<file path="src/rtl/npc_pkg.sv">
// Shared encodings for the PC redirect unit: next-PC opcodes, FSM states, default vectors.
package npc_pkg;

   typedef enum logic [2:0] {
      NPC_SEQ  = 3'd0,
      NPC_BR   = 3'd1,
      NPC_J    = 3'd2,
      NPC_JR   = 3'd3,
      NPC_ERET = 3'd4
   } npcop_t;

   typedef enum logic [1:0] {
      ST_BOOT = 2'd0,
      ST_RUN  = 2'd1,
      ST_PEND = 2'd2
   } npc_state_t;

   localparam logic [31:0] NPC_RESET_VEC = 32'h0000_3000;
   localparam logic [31:0] NPC_EXC_VEC   = 32'h0000_4180;

   // Encodings 5-7 fall back to sequential fetch, so only 1..4 redirect.
   function automatic logic is_redirect_op(input logic [2:0] op);
      return (op >= 3'd1) && (op <= 3'd4);
   endfunction

endpackage

</file>
<file path="src/rtl/npc_target_mux.sv">
// Combinational next-PC target select: interrupt vector beats control-flow ops, which beat pc+4.
module npc_target_mux
   import npc_pkg::*;
#(
   parameter int              AW      = 32,
   parameter logic [AW-1:0]   EXC_VEC = AW'(NPC_EXC_VEC)
) (
   input  logic [2:0]    npcop,
   input  logic          intreq,
   input  logic [AW-1:0] pc4,
   input  logic [AW-1:0] id_pc4,
   input  logic [AW-1:0] imm,
   input  logic [25:0]   instr_index,
   input  logic [AW-1:0] rs_val,
   input  logic [AW-1:0] epc,
   output logic [AW-1:0] target,
   output logic          redirect
);

   always_comb begin
      target   = pc4;
      redirect = intreq | is_redirect_op(npcop);
      case (npcop)
         NPC_BR:   target = id_pc4 + (imm << 2);
         NPC_J:    target = {id_pc4[AW-1:28], instr_index, 2'b00};
         NPC_JR:   target = rs_val;
         NPC_ERET: target = epc;
         default:  target = pc4;
      endcase
      if (intreq) target = EXC_VEC;
   end

endmodule

</file>
<file path="src/rtl/pc_redirect_unit.sv">
// Fetch PC register with valid/ready handshake and a one-entry pending-redirect slot.
// Optional macro NPC_ALIGN_CHK_EN enables the misaligned-fetch flag pc_adel.
module pc_redirect_unit
   import npc_pkg::*;
#(
   parameter int            AW        = 32,
   parameter logic [AW-1:0] RESET_VEC = AW'(NPC_RESET_VEC),
   parameter logic [AW-1:0] EXC_VEC   = AW'(NPC_EXC_VEC)
) (
   input  logic          clk,
   input  logic          reset,
   input  logic          stall,
   input  logic [2:0]    npcop,
   input  logic [AW-1:0] id_pc4,
   input  logic [AW-1:0] imm,
   input  logic [25:0]   instr_index,
   input  logic [AW-1:0] rs_val,
   input  logic [AW-1:0] epc,
   input  logic          intreq,
   input  logic          fetch_ready,
   output logic          fetch_valid,
   output logic [AW-1:0] pc,
   output logic [AW-1:0] pc4,
   output logic          pend,
   output logic          pc_adel
);

   npc_state_t    state;
   logic [AW-1:0] pend_pc;
   logic [AW-1:0] target;
   logic          redirect;
   logic          accept;

   assign pc4         = pc + AW'(4);
   assign fetch_valid = (state != ST_BOOT);
   assign pend        = (state == ST_PEND);
   assign accept      = fetch_valid & fetch_ready & ~stall;

   npc_target_mux #(
      .AW      (AW),
      .EXC_VEC (EXC_VEC)
   ) u_target_mux (
      .npcop       (npcop),
      .intreq      (intreq),
      .pc4         (pc4),
      .id_pc4      (id_pc4),
      .imm         (imm),
      .instr_index (instr_index),
      .rs_val      (rs_val),
      .epc         (epc),
      .target      (target),
      .redirect    (redirect)
   );

   always_ff @(posedge clk or negedge reset) begin
      if (!reset) begin
         state   <= ST_BOOT;
         pc      <= RESET_VEC;
         pend_pc <= '0;
      end else begin
         case (state)
            ST_BOOT: state <= ST_RUN;
            ST_RUN: begin
               if (accept) begin
                  pc <= target;
               end else if (redirect) begin
                  pend_pc <= target;
                  state   <= ST_PEND;
               end
            end
            ST_PEND: begin
               // A late interrupt supersedes the held redirect, even on the accepting cycle.
               if (intreq) pend_pc <= EXC_VEC;
               if (accept) begin
                  pc    <= intreq ? EXC_VEC : pend_pc;
                  state <= ST_RUN;
               end
            end
            default: state <= ST_BOOT;
         endcase
      end
   end

`ifdef NPC_ALIGN_CHK_EN
   assign pc_adel = fetch_valid & (pc[1:0] != 2'b00);
`else
   assign pc_adel = 1'b0;
`endif

endmodule

</file>
<file path="config.mk">
export PLATFORM = sky130hd
export DESIGN_NAME = pc_redirect_unit
export DESIGN_NICKNAME = d
export VERILOG_FILES = /design/src/rtl/npc_pkg.sv /design/src/rtl/npc_target_mux.sv /design/src/rtl/pc_redirect_unit.sv
export SDC_FILE = /design/constraint.sdc
export NUM_CORES = 1
export LEC_CHECK = 0
export CORE_ASPECT_RATIO = 1.4
export CORE_MARGIN = 5
export CORE_UTILIZATION = 50
export CTS_CLUSTER_SIZE = 16
export DETAILED_ROUTE_END_ITERATION = 10
export DONT_BUFFER_PORTS = 1
export GPL_TIMING_DRIVEN = 0
export HOLD_SLACK_MARGIN = 0.03
export PLACE_DENSITY_LB_ADDON = 0.08
export SYNTH_ARGS = -nofsm -noshare
export SYNTH_HDL_FRONTEND = slang
export SYNTH_SLANG_ARGS = --single-unit
export TNS_END_PERCENT = 50
</file>
<file path="constraint.sdc">
create_clock -name clk -period 3.1 [get_ports clk]
set_input_delay 0.62 -clock clk [delete_from_list [all_inputs] [get_ports clk]]
set_output_delay 0.62 -clock clk [all_outputs]
set_load 0.02 [all_outputs]
</file>
# Word level (Yosys, flattened, before mapping)
# Index checks and enable logic that the tools add are counted.
[word_totals]
ff_bits = 66
latchBits = 0
mem_bits_rw = 0
romBits = 0
input_bits = 162
out_inout_bits = 67
elab_cells = 41
n_memories = 0
[op_classes]
n_addsub = 2
multipliers = 0
div_mod_pow = 0
magnitude_cmp = 2
eq_ne = 10
shift = 0
n_mux = 13
n_bitwise = 4
reduce_logical = 7
[ops]
columns = ["cell", "count"]
rows = [
  ["two-way mux 32 bit", 6],
  ["case mux 32 bit (2 select lines)", 2],
  ["case mux 32 bit (4 select lines)", 1],
  ["adder 32 x 3 -> 32 bit (second input constant)", 1],
  ["adder 32 bit", 1],
  ["AND reduction 3 bit", 3],
  ["equality test 3 x 2 -> 1 bit (second input constant)", 2],
  ["two-way mux 2 bit", 3],
  ["inequality test 2 bit (second input constant)", 3],
  ["case mux 2 bit (3 select lines)", 1],
  ["nonzero test 2 bit", 2],
  ["equality test 3 x 1 -> 1 bit (second input constant)", 1],
  ["equality test 3 bit (second input constant)", 1],
  [">= comparator 3 x 1 -> 1 bit (second input constant)", 1],
  ["less-or-equal comparator 3 bit (second input constant)", 1],
  ["bitwise AND 1 bit", 2],
  ["equality test 2 x 1 -> 1 bit (second input constant)", 1],
  ["equality test 2 bit (second input constant)", 1],
  ["zero test 2 bit", 1],
  ["inequality test 2 x 1 -> 1 bit (second input constant)", 1],
  ["logical AND 1 bit", 1],
  ["inverter 1 bit", 1],
  ["OR 1 bit", 1],
]

# Longest topological paths before layout
# Gate-level depths: netlist of run 1.
[logic_depth]
word_depth = 6
ltp_mapped = 12

# Hierarchy
# Synthesis of run 1 repeated with hierarchy kept, for this count alone.
[hier_totals]
cells_unflattened = 869
area_unflattened_um2 = 6673.9
[modules_own_cells]
columns = ["mod", "n_inst", "cells_per_inst", "area_per_inst_um2", "seq_area_each_um2"]
rows = [
  ["pc_redirect_unit", 1, 324, 3370.7, 1654.1],
  ["npc_target_mux", 1, 545, 3303.2, 0.0],
]

# Worst setup path after synthesis of run 1
# No wires, ideal clock.
[synth_path]
path_type = "input to register"
startpoint = "in id_pc4[6]"
endpoint = "reg pend_pc[12]"
arrival_time_ns = 2.548
t_required_ns = 2.967
slack_ns = 0.419
path_stages = 9
path_buffers = 0
path_cell_list = "ha_1 a21o_1 and2_1 or3_1 a21o_1 a41oi_1 a2111oi_0 a211oi_1 a21oi_1"
[synth_via]
elab_chain_cells = 6
[synth_rtl]
columns = ["item", "line", "source"]
rows = [
  ["from (decl)", "pc_redirect_unit.sv:14", "input logic [AW-1:0] id_pc4,"],
  ["adder 32 bit", "npc_target_mux.sv:24", "NPC_BR: target = id_pc4 + (imm << 2);"],
  ["case mux 32 bit (4 select lines)", "npc_target_mux.sv:23", "case (npcop)"],
  ["two-way mux 32 bit", "npc_target_mux.sv:30", "if (intreq) target = EXC_VEC;"],
  ["two-way mux 32 bit", "pc_redirect_unit.sv:66", "end else if (redirect) begin"],
  ["two-way mux 32 bit", "pc_redirect_unit.sv:64", "if (accept) begin"],
  ["case mux 32 bit (2 select lines)", "pc_redirect_unit.sv:61", "case (state)"],
  ["to (signal assigned)", "pc_redirect_unit.sv:67", "pend_pc <= target;"],
  ["to (decl)", "pc_redirect_unit.sv:29", "logic [AW-1:0] pend_pc;"],
]
# Every way passes these cells. The select of a mux whose other input is x is not followed.
# A chain may end at the register's enable or synchronous reset.

# Worst setup path after layout of run 1
[layout_path]
startpoint = "reg pc[2]"
endpoint = "out pc4[26]"
[layout_via]
elab_chain_cells = 1
[layout_rtl]
columns = ["item", "line", "source"]
rows = [
  ["from (decl)", "pc_redirect_unit.sv:22", "output logic [AW-1:0] pc,"],
  ["from (signal assigned)", "pc_redirect_unit.sv:65", "pc <= target;"],
  ["from (signal assigned)", "pc_redirect_unit.sv:75", "pc <= intreq ? EXC_VEC : pend_pc;"],
  ["adder 32 x 3 -> 32 bit", "pc_redirect_unit.sv:34", "assign pc4 = pc + AW'(4);"],
  ["to (decl)", "pc_redirect_unit.sv:23", "output logic [AW-1:0] pc4,"],
]
# Every way passes these cells.

==> out/metrics.yaml, run 1 <==
clocking:
  cts-htree-levels: 3
  insertion_delay_ps: 340
  cts_buffer_depth: 2
  clockRootBuffer: "clkbuf_16"
  path_clk_slew_ps: 60
  cts_setup_buffers: 0
  cts_tree: "yes"
  cts_buffers: 9
  cts_sinks: 66
setup_path:
  crit_type: "flop to output pin"
  r2r-start: "state[0]"
  crit_chain: "ha_4 > nand4_1 > or4_4 > nor3_2 > xor2_2"
  start_kind: "flop"
  max_stage_delay_ps: 570
  critPathMaxFanout: 7
  reg2reg_slack_ps: 210
  crit_arrival_ps: 2450
  r2r_end: "pend_pc[19]"
  reg2regPathDepth: 9
  cp.required_ps: 2480
  endpoint_kind: "output pin"
  path_delay_family: "simple AND/OR/NAND/NOR gates"
  crit_cells: 5
  slowest_stage: "dfrtp_2"
  path_buf_inv: 0
timing:
  whs_ps: 125
  rsz0062_at_grt: "yes"
  worst_pin_slew_ps: 936
  final_hold_viol_count: 0
  period_needed_ps: 3070
  slew_headroom_pct: 37.2
  setup_viol: 0
  fin_crit_sh_pct: 98.9
  fin_skew_ps: 5.38
  max_freq_mhz: 326
  finalMaxSlewViolations: 0
global_routing:
  grt_pass1_vias: 7201
  grt.total_usage_pct: 34.8
  grt_max_degree: 65
  grt_pass1_wl_microns: 41600
  grt_overflow: 0
  antenna_found_initial: 1
die:
  start_util_pct: 50.9
  num_rows: 49
  die_y_microns: 145
  pin_count: 229
  die_area_sq_um: 15500
  fp.dieW_microns: 107
  core_area_sq_um: 12900
finish:
  layout-area-overhead-vs-synth_pct: 11.0
  design_area_sq_um: 7280
  final_nets: 1085
  drive_above_1_share_pct: 8.61
  nFillCells: 1255
  fin_util_pct: 56.5
  fin_cells: 1048
flow_run:
  drv_cap: 0
drt:
  detail_route.iter0.violations: 698
  wl_microns: 27900
  wl_per_cell_microns: 26.6
  dr.pass1.iters: 6
  drc: 0
  vias_per_cell: 6.91
  ant_nets: 0
  vias: 7241
synthesis:
  synth_edf_count: 0
  postSynthAreaPerCell_sq_um: 7.48
  syn_inst: 877
  synth_nets: 1073
  ys_seq_area_share_pct: 25.2
  synth-async-reset-ratio_pct: 100
  synth_top_area_share_pct: 24.4
  synthFlopType: "dfrtp_1"
  yosys.area.top_type: "dfrtp_1"
  syn_area_sq_um: 6560
  synth.distinct_cells: 74
  ys_ff_latch: 66
  ys_warn_count: 0
  yosys-top-cells-area: "dfrtp_1, nand2_1, ha_1, o21ai_0, a21oi_1"
placement:
  routabilityCongestion: 0.940
  io_buffers: 0
  place_area_sq_um: 6750
  dp_hpwl_microns: 22200
  dp_cells: 1030
status:
  status: "complete, no violations"
power:
  leakage_nw: 3.04
  p_per_area_nw_per_um2: 844
  ir_worst_vdd_v: 0.000449
  p_total_mw: 6.14
hold_path:
  hold_class: "input port to async pin"
cell usage in the layout (no fill, tap or decap), types with 6 or more instances in the layout:
cell	n
a21o_1	14
a31oi_1	12
o21a_1	9
mux2i_1	20
a211oi_1	13
o221ai_1	7
o211ai_1	13
nand4_1	20
o22ai_1	6
a21oi_1	63
dfrtp_1	55
xnor2_1	29
o21ai_0	78
and3_1	11
and4_1	7
clkbuf_1	49
nor2b_1	9
a31o_2	7
nor3_1	11
nand2_1	118
a211o_1	11
o21ai_1	7
ha_1	32
nand3_1	25
inv_1	31
nor2_1	75
and2_1	8
o31ai_1	6
dfrtp_2	9
clkbuf_16	9
or3_1	6
xor2_1	9
worst reg2reg max path: stages, from the launching register on:
cell and delay, ps:
dfrtp_1 370, inv_1 110, ha_1 300, clkbuf_2 370, buf_1 590, clkbuf_1 580
nand2_1 170, nor2_1 130, a21oi_1 50, o31ai_1 100
synthesized netlist by cell type (8+ instances only):
cell type,count
xor2_1,12
nor3_1,12
nand3_1,26
and3_1,11
a21o_1,14
a211oi_1,13
o21ai_0,79
dfrtp_1,64
o211ai_1,13
nand2_1,118
nor2b_1,9
ha_1,33
a211o_1,11
a31oi_1,12
and2_1,8
nand4_1,20
xnor2_1,36
inv_1,31
nor2_1,76
o21a_1,9
a21oi_1,63
clkbuf_1,51
mux2i_1,20
report_power, final:
group	internal [mW]	switching, mW	total (mW)
clock network	0.723	0.375	1.10
logic	1.02	2.19	3.21
registers	1.22	0.612	1.84
how the worst max path moves through the flow:
stage                       end  startpoint  slack [ps]
global placement    pend_pc[14]    npcop[2]        -210
global route            pc4[29]      pc[12]         -50
CTS                     pc4[25]       pc[2]         -30
detailed placement   pend_pc[8]    npcop[2]        -270
floorplan           pend_pc[12]   id_pc4[6]         420
finish                  pc4[26]       pc[2]          30
sequential cells by signal, indices dropped and copies added (netlist names):
signal   cells
state        2
pend_pc     32
pc          32
routing by layer:
layer  global-route usage, %  up-vias  share of wire [%]
met4                    18.4        0                5.4
met1                    41.5     3457                 37
met2                    56.7      462                 47
met5                       0        -                  0
met3                    9.45       83                 10
li1                        -     3239                  -
cells by family (layout without fill, tap and decap cells):
family	count (synthesis)	count (layout)	synth area share, %
AO/OA/AOI/OAI	294	294	29.2
other	1	2	0.0572
multiplexers	24	24	3.91
adder cells (fa/ha/maj)	34	34	6.60
AND/OR/NAND/NOR	317	317	23.0
XOR/XNOR	48	48	6.41
flip-flops	66	66	25.2
buffers and inverters	93	110	5.57
cell type report:
| cell class | instances | area, sq um | area share, % |
|---|---|---|---|
| clock buffers | 11 | 243 | 3.34 |
| inverters | 32 | 120 | 1.65 |
| flip-flops and latches | 66 | 1670 | 22.9 |
| well taps | 153 | 191 | 2.63 |
| multi-input cells | 718 | 4700 | 64.6 |
| plain buffers | 61 | 249 | 3.42 |
| diodes | 1 | 2.50 | 0.0344 |
| clock inverters | 5 | 77.6 | 1.07 |
| repair buffers | 1 | 27.5 | 0.378 |
stage by stage:
stage          setup TNS (ps)  setup slack (ps)
2_1_floorplan               0               419
3_3_place_gp            -2050              -207
3_5_place_dp            -3160              -273
4_1_cts                 -26.2             -26.2
5_1_grt                  -159             -47.4
6_report                    0              32.6
repair_timing:
| action | CTS | global route |
|---|---|---|
| endpoints found under the setup margin | 23 | 19 |
| gates resized for setup | 19 | 19 |
| hold buffers | 1 | 0 |
| pin swaps | 0 | 5 |
| hold endpoints to repair | 64 | 0 |
Power figures use the tool's default switching activity.
==> run 2: changes to the inputs <==
--- a/config.mk
+++ b/config.mk
@@ -8,10 +8,9 @@
 export CORE_ASPECT_RATIO = 1.4
 export CORE_MARGIN = 5
 export CORE_UTILIZATION = 50
-export CTS_CLUSTER_SIZE = 16
+export CTS_CLUSTER_SIZE = 8
 export DETAILED_ROUTE_END_ITERATION = 10
 export DONT_BUFFER_PORTS = 1
-export GPL_TIMING_DRIVEN = 0
 export HOLD_SLACK_MARGIN = 0.03
 export PLACE_DENSITY_LB_ADDON = 0.08
 export SYNTH_ARGS = -nofsm -noshare
==> run 2 against run 1 <==
Non-clock buffer count grew 3. Sequential cell count did not move. Highest routed layer unchanged. Worst setup slack gained 58 ps. Maximum frequency is 1.9% higher. Clock skew barely moved. Core utilization is 1.0 points higher. Die area stayed put. Total power is 0.52% lower. Final cell count is 0.29% higher.
==> out/metrics.yaml, run 2 (synthesis results as in run 1) <==
clocking:
  cts-htree-levels: 3  # unchanged
  path_clk_slew_ps: 50  # was 60 ps
  insertion_delay_ps: 340  # about the same
  clockRootBuffer: "clkbuf_16"  # unchanged
  cts_buffers: 9  # unchanged
  cts_tree: "yes"  # unchanged
  cts_buffer_depth: 2  # unchanged
  cts_sinks: 66  # unchanged
setup_path:
  crit_chain: "and4_1 > nand4_1 > nor4_1 > xor2_1 > buf_4"  # was ha_4 > nand4_1 > or4_4 > nor3_2 > xor2_2
  slowest_stage: "dfstp_2"  # was dfrtp_2
  crit_type: "flop to output pin"  # unchanged
  crit_arrival_ps: 2390  # was 2450 ps
  critPathMaxFanout: 5  # was 7
  cp.required_ps: 2480  # about the same
  endpoint_kind: "output pin"  # unchanged
  start_kind: "flop"  # unchanged
  max_stage_delay_ps: 650  # was 570 ps
  reg2regPathDepth: 9  # unchanged
timing:
  whs_ps: 123  # was 125 ps
  fin_skew_ps: 5.21  # was 5.38 ps
  max_freq_mhz: 332  # was 326 MHz
  worst_pin_slew_ps: 769  # was 936 ps
  period_needed_ps: 3010  # was 3070 ps
  slew_headroom_pct: 48.3  # was 37.2%
  finalMaxSlewViolations: 0  # unchanged
  rsz0062_at_grt: "no"  # was yes
  setup_viol: 0  # unchanged
  fin_crit_sh_pct: 97.1  # was 98.9%
  final_hold_viol_count: 0  # unchanged
  fin_setup_tns_ps: 0  # unchanged
global_routing:
  grt_pass1_vias: 6830  # was 7201
  grt.total_usage_pct: 30.5  # was 34.8%
  grt_max_degree: 65  # unchanged
  grt_pass1_wl_microns: 37600  # was 41600 microns
  grt_overflow: 0  # unchanged
  antenna_found_initial: 1  # unchanged
drt:
  dr.pass1.iters: 5  # was 6
  drc: 0  # unchanged
  detail_route.iter0.violations: 683  # was 698
  wl_microns: 24300  # was 27900 microns
  vias_per_cell: 6.60  # was 6.91
  wl_per_cell_microns: 23.2  # was 26.6 microns
  ant_nets: 0  # unchanged
  vias: 6939  # was 7241
power:
  switching_power_mw: 2.95  # was 3.18 mW
  leakage_nw: 3.27  # was 3.04 nW
  ir_worst_vdd_v: 0.000471  # was 0.000449 V
  p_total_mw: 6.11  # was 6.14 mW
  p_per_area_nw_per_um2: 825  # was 844 nW/um^2
  clkPwrFrac_pct: 18.2  # was 17.9%
  swShare_pct: 48.2  # was 51.7%
  power_frac_comb_pct: 54.8  # was 52.2%
  p_seq_share_pct: 27.0  # was 29.9%
  power.internal_mw: 3.16  # was 2.97 mW
placement:
  routabilityCongestion: 0.924  # was 0.940
  io_buffers: 0  # unchanged
  place_area_sq_um: 6960  # was 6750 sq um
  dp_hpwl_microns: 18600  # was 22200 microns
die:
  num_rows: 49  # unchanged
  die_area_sq_um: 15500  # unchanged
  pin_count: 229  # unchanged
  core_area_sq_um: 12900  # unchanged
  die_y_microns: 145  # unchanged
  fp.dieW_microns: 107  # unchanged
  start_util_pct: 50.9  # unchanged
finish:
  top_regs: "pc x32, pend_pc x32, state x2"  # unchanged
  layout_commonest_cell: "nand2_1"  # unchanged
  design_area_sq_um: 7410  # was 7280 sq um
  nFillCells: 1234  # was 1255
  register_area_sq_um: 1660  # was 1670 sq um
  mostFrequentLayoutCells: "nand2_1, o21ai_0, nor2_1"  # unchanged
  fin_util_pct: 57.6  # was 56.5%
  final_nets: 1088  # was 1085
  layout-area-overhead-vs-synth_pct: 13.1  # was 11.0%
  drive_above_1_share_pct: 12.9  # was 8.61%
  multi_input_area_sq_um: 4610  # was 4700 sq um
flow_run:
  drv_cap: 0  # unchanged
hold_path:
  hold_class: "input port to async pin"  # unchanged
status:
  status: "complete, no violations"  # unchanged
-- run 2: cell count changes in the layout (fill, tap and decap cells not counted), sizes merged --
cell / previous run / this run
buf: 11 / 65
clkbuf: 62 / 11
-- run 2: layout make-up --
type                       count  area share (%)
antenna                        1          0.0338
clock buffer                  11            3.27
clock inverter                 5            1.05
inverter                      32            1.62
multi-input combinational    718            62.3
sequential                    66            22.3
tap                          153            2.58
timing repair buffer          65            6.85
-- run 2: final timing paths --
check | start | end | slack [ps]
worst max-delay path | pc[12] | pc4[25] | 90
worst min-delay path | reset | pc[12] | 120
worst max register to register | pc[12] | pc[29] | 360
worst min register to register | pend_pc[9] | pend_pc[9] | 480
max in group asynchronous | reset | pc[15] | 2660
min in group clk | intreq | pend_pc[31] | 380
-- run 2: power groups by stage --
stage	logic, mW	clock network, mW	registers, mW
after floorplan	2.20	0	1.68
after global placement	3.19	0	1.64
after detailed placement	3.25	0	1.65
after CTS	3.30	1.12	1.63
after global routing	3.66	1.16	1.69
final	3.35	1.11	1.65
-- run 2: stage by stage --
| step | worst slack, ps | std cells |
|---|---|---|
| detailed placement | 83.0 | 1029 |
| global route | 9.80 | 1051 |
| global placement | 94.3 | 1029 |
| CTS | 4.69 | 1048 |
| floorplan | 419 | 877 |
| finish | 90.9 | 1051 |
-- run 2: worst max-delay path, delay by kind of cell (launching register included) --
family | cells | cell delay, ps
flops | 1 | 650
xor+xnor | 1 | 290
buf+inv | 1 | 200
simple gates | 3 | 910
-- run 2: per-layer routing --
metal | part of all wire [%] | global-route usage, % | up-vias
li1 | - | - | 3245
met1 | 41 | 39.8 | 3283
met2 | 47 | 48.2 | 358
met3 | 9.4 | 7.63 | 53
met4 | 3.0 | 11.9 | 0
met5 | 0 | 0 | -
-- run 2: repair_timing --
action,4_1_cts,5_1_grt
hold buffers,1,0
gates resized for setup,1,11
setup buffers,2,2
pin swaps,1,4
endpoints found under the hold margin,64,0
setup endpoints to repair,4,10
==> run 3: changes to the inputs <==
--- a/config.mk
+++ b/config.mk
@@ -8,11 +8,13 @@
 export CORE_ASPECT_RATIO = 1.4
 export CORE_MARGIN = 5
 export CORE_UTILIZATION = 50
+export CTS_BUF_LIST = sky130_fd_sc_hd__clkbuf_4 sky130_fd_sc_hd__clkbuf_8
 export CTS_CLUSTER_SIZE = 8
 export DETAILED_ROUTE_END_ITERATION = 10
 export DONT_BUFFER_PORTS = 1
 export HOLD_SLACK_MARGIN = 0.03
 export PLACE_DENSITY_LB_ADDON = 0.08
+export REMOVE_ABC_BUFFERS = 1
 export SYNTH_ARGS = -nofsm -noshare
 export SYNTH_HDL_FRONTEND = slang
 export SYNTH_SLANG_ARGS = --single-unit
==> run 3 against run 2 <==
Sequential share of layout area increased by 0.68 points. Sequential power is essentially flat. Sequential cell count unchanged. Design area is 2.9% lower. Critical path type unchanged. Critical endpoint is now pc4[29]. Highest routed layer unchanged.
==> out/metrics.yaml, run 3 (synthesis results as in run 1) <==
drt:
  wl_per_cell_microns: 22.6  # was 23.2 microns
  wl_microns: 23600  # was 24300 microns
  drc: 0  # unchanged
  detail_route.iter0.violations: 517  # was 683
  ant_nets: 0  # unchanged
  vias_per_cell: 6.62  # was 6.60
  vias: 6922  # was 6939
  dr.pass1.iters: 5  # unchanged
clocking:
  clockRootBuffer: "clkbuf_8"  # was clkbuf_16
  path_clk_slew_ps: 70  # was 50 ps
  insertion_delay_ps: 360  # was 340 ps
  cts_buffer_depth: 2  # unchanged
  cts_tree: "yes"  # unchanged
  cts_buffers: 9  # unchanged
  cts_sinks: 66  # unchanged
  cts-htree-levels: 3  # unchanged
finish:
  top_regs: "pc x32, pend_pc x32, state x2"  # unchanged
  fin_cells: 1045  # was 1051
  mostFrequentLayoutCells: "nand2_1, o21ai_0, nor2_1"  # unchanged
  layout_commonest_cell: "nand2_1"  # unchanged
  multi_input_area_sq_um: 4560  # was 4610 sq um
  final_nets: 1084  # was 1088
  register_area_sq_um: 1660  # about the same
  nFillCells: 1246  # was 1234
  insertedDiodeCount: 0  # was 1
  drive_above_1_share_pct: 11.9  # was 12.9%
  layout-area-overhead-vs-synth_pct: 9.81  # was 13.1%
timing:
  finalMaxSlewViolations: 0  # unchanged
  period_needed_ps: 3040  # was 3010 ps
  worst_pin_slew_ps: 813  # was 769 ps
  worst_slack_ps: 60.4  # was 90.9 ps
  fin_skew_ps: 9.72  # was 5.21 ps
  final_hold_viol_count: 0  # unchanged
  rsz0062_at_grt: "no"  # unchanged
  setup_viol: 0  # unchanged
  max_freq_mhz: 329  # was 332 MHz
  slew_headroom_pct: 45.6  # was 48.3%
  fin_crit_sh_pct: 98.1  # was 97.1%
die:
  core_area_sq_um: 12900  # unchanged
  fp.dieW_microns: 107  # unchanged
  die_y_microns: 145  # unchanged
  die_area_sq_um: 15500  # unchanged
  pin_count: 229  # unchanged
  num_rows: 49  # unchanged
  start_util_pct: 50.9  # unchanged
global_routing:
  grt_pass1_wl_microns: 36600  # was 37600 microns
  grt_max_degree: 65  # unchanged
  grt.total_usage_pct: 29.4  # was 30.5%
  antenna_found_initial: 0  # was 1
  grt_overflow: 0  # unchanged
  grt_pass1_vias: 7027  # was 6830
status:
  status: "complete, no violations"  # unchanged
setup_path:
  reg2reg_slack_ps: 360  # about the same
  max_stage_delay_ps: 480  # was 650 ps
  cp.required_ps: 2480  # about the same
  r2r-start: "pc[3]"  # was pc[12]
  slowest_stage: "dfrtp_2"  # was dfstp_2
  start_kind: "flop"  # unchanged
  r2r_end: "pc[29]"  # unchanged
  path_buf_inv: 1  # unchanged
  crit_arrival_ps: 2420  # was 2390 ps
  endpoint_kind: "output pin"  # unchanged
  crit_chain: "nand3_2 > or3_1 > nor3_2 > and4_1 > xor2_1 > buf_4"  # was and4_1 > nand4_1 > nor4_1 > xor2_1 > buf_4
  path_delay_family: "simple AND/OR/NAND/NOR gates"  # unchanged
  crit_start: "pc[3]"  # was pc[12]
  critPathMaxFanout: 4  # was 5
  cp-endpoint: "pc4[29]"  # was pc4[25]
  reg2regPathDepth: 9  # unchanged
  crit_type: "flop to output pin"  # unchanged
  crit_cells: 6  # was 5
placement:
  dp_cells: 1026  # was 1029
  dp_hpwl_microns: 17800  # was 18600 microns
  dp_slack_ps: 133  # was 83.0 ps
  routabilityCongestion: 0.927  # was 0.924
  io_buffers: 0  # unchanged
power:
  leakage_nw: 3.12  # was 3.27 nW
  p_per_area_nw_per_um2: 795  # was 825 nW/um^2
  p_total_mw: 5.72  # was 6.11 mW
  ir_worst_vdd_v: 0.000400  # was 0.000471 V
hold_path:
  hold_class: "input port to async pin"  # unchanged
flow_run:
  drv_cap: 0  # unchanged
-- run 3: changes by cell type in the layout (fill, tap and decap cells not counted), moves of 2 or more --
cell	delta
clkbuf_4	+2
clkbuf_8	+9
xnor2_1	+6
xnor2_2	-6
buf_4	-4
clkbuf_16	-9
-- run 3: final cells by class --
type                       instances  share of cell area [%]
multi-input combinational        718                    63.3
sequential                        66                    23.0
timing repair buffer              61                    6.64
tap                              153                    2.66
clock buffer                      12                    2.12
inverter                          32                    1.67
clock inverter                     3                   0.556
-- run 3: where the power goes --
group	total [mW]	switching [mW]	internal, mW
combinational	3.35	2.15	1.20
clock	0.735	0.330	0.404
sequential	1.64	0.418	1.22
total	5.72	2.90	2.83
-- run 3: timing repair --
| item | in CTS | in global routing |
|---|---|---|
| setup buffers | 0 | 3 |
| hold buffers | 1 | 0 |
| resized for setup | 3 | 1 |
| hold endpoints to repair | 64 | 0 |
| pin swaps | 0 | 1 |
| setup endpoints to repair | 5 | 2 |
-- run 3: metal layers --
metal / share of wire [%] / routed length [microns] / GRT usage [%] / up-vias
met5: 0 / 0 / 0 / -
met4: 4.3 / 1010 / 14.3 / 0
met3: 7.7 / 1810 / 5.68 / 65
met2: 47 / 11100 / 48.4 / 338
met1: 41 / 9670 / 36.6 / 3283
li1: - / - / - / 3236
-- run 3: worst min path at each step --
stage	startpoint	to	slack, ps	cells past startpoint
after global placement	reset	pend_pc[3]	330	0
after detailed placement	reset	pend_pc[3]	330	0
after floorplan	reset	pc[0]	320	0
after global routing	reset	pc[13]	90	0
final	reset	pc[13]	100	0
after CTS	reset	pc[13]	90	0
-- run 3: per-stage QoR --
step                utilization, %  hold slack, ps  setup TNS, ps  instance area, sq um
finish                        55.9            98.7              0                  7200
global route                  55.9            87.2              0                  7200
CTS                           55.7            86.4              0                  7170
detailed placement            53.9             326              0                  6940
global placement              53.9             326              0                  6940
floorplan                        -             324          -4640                  6310
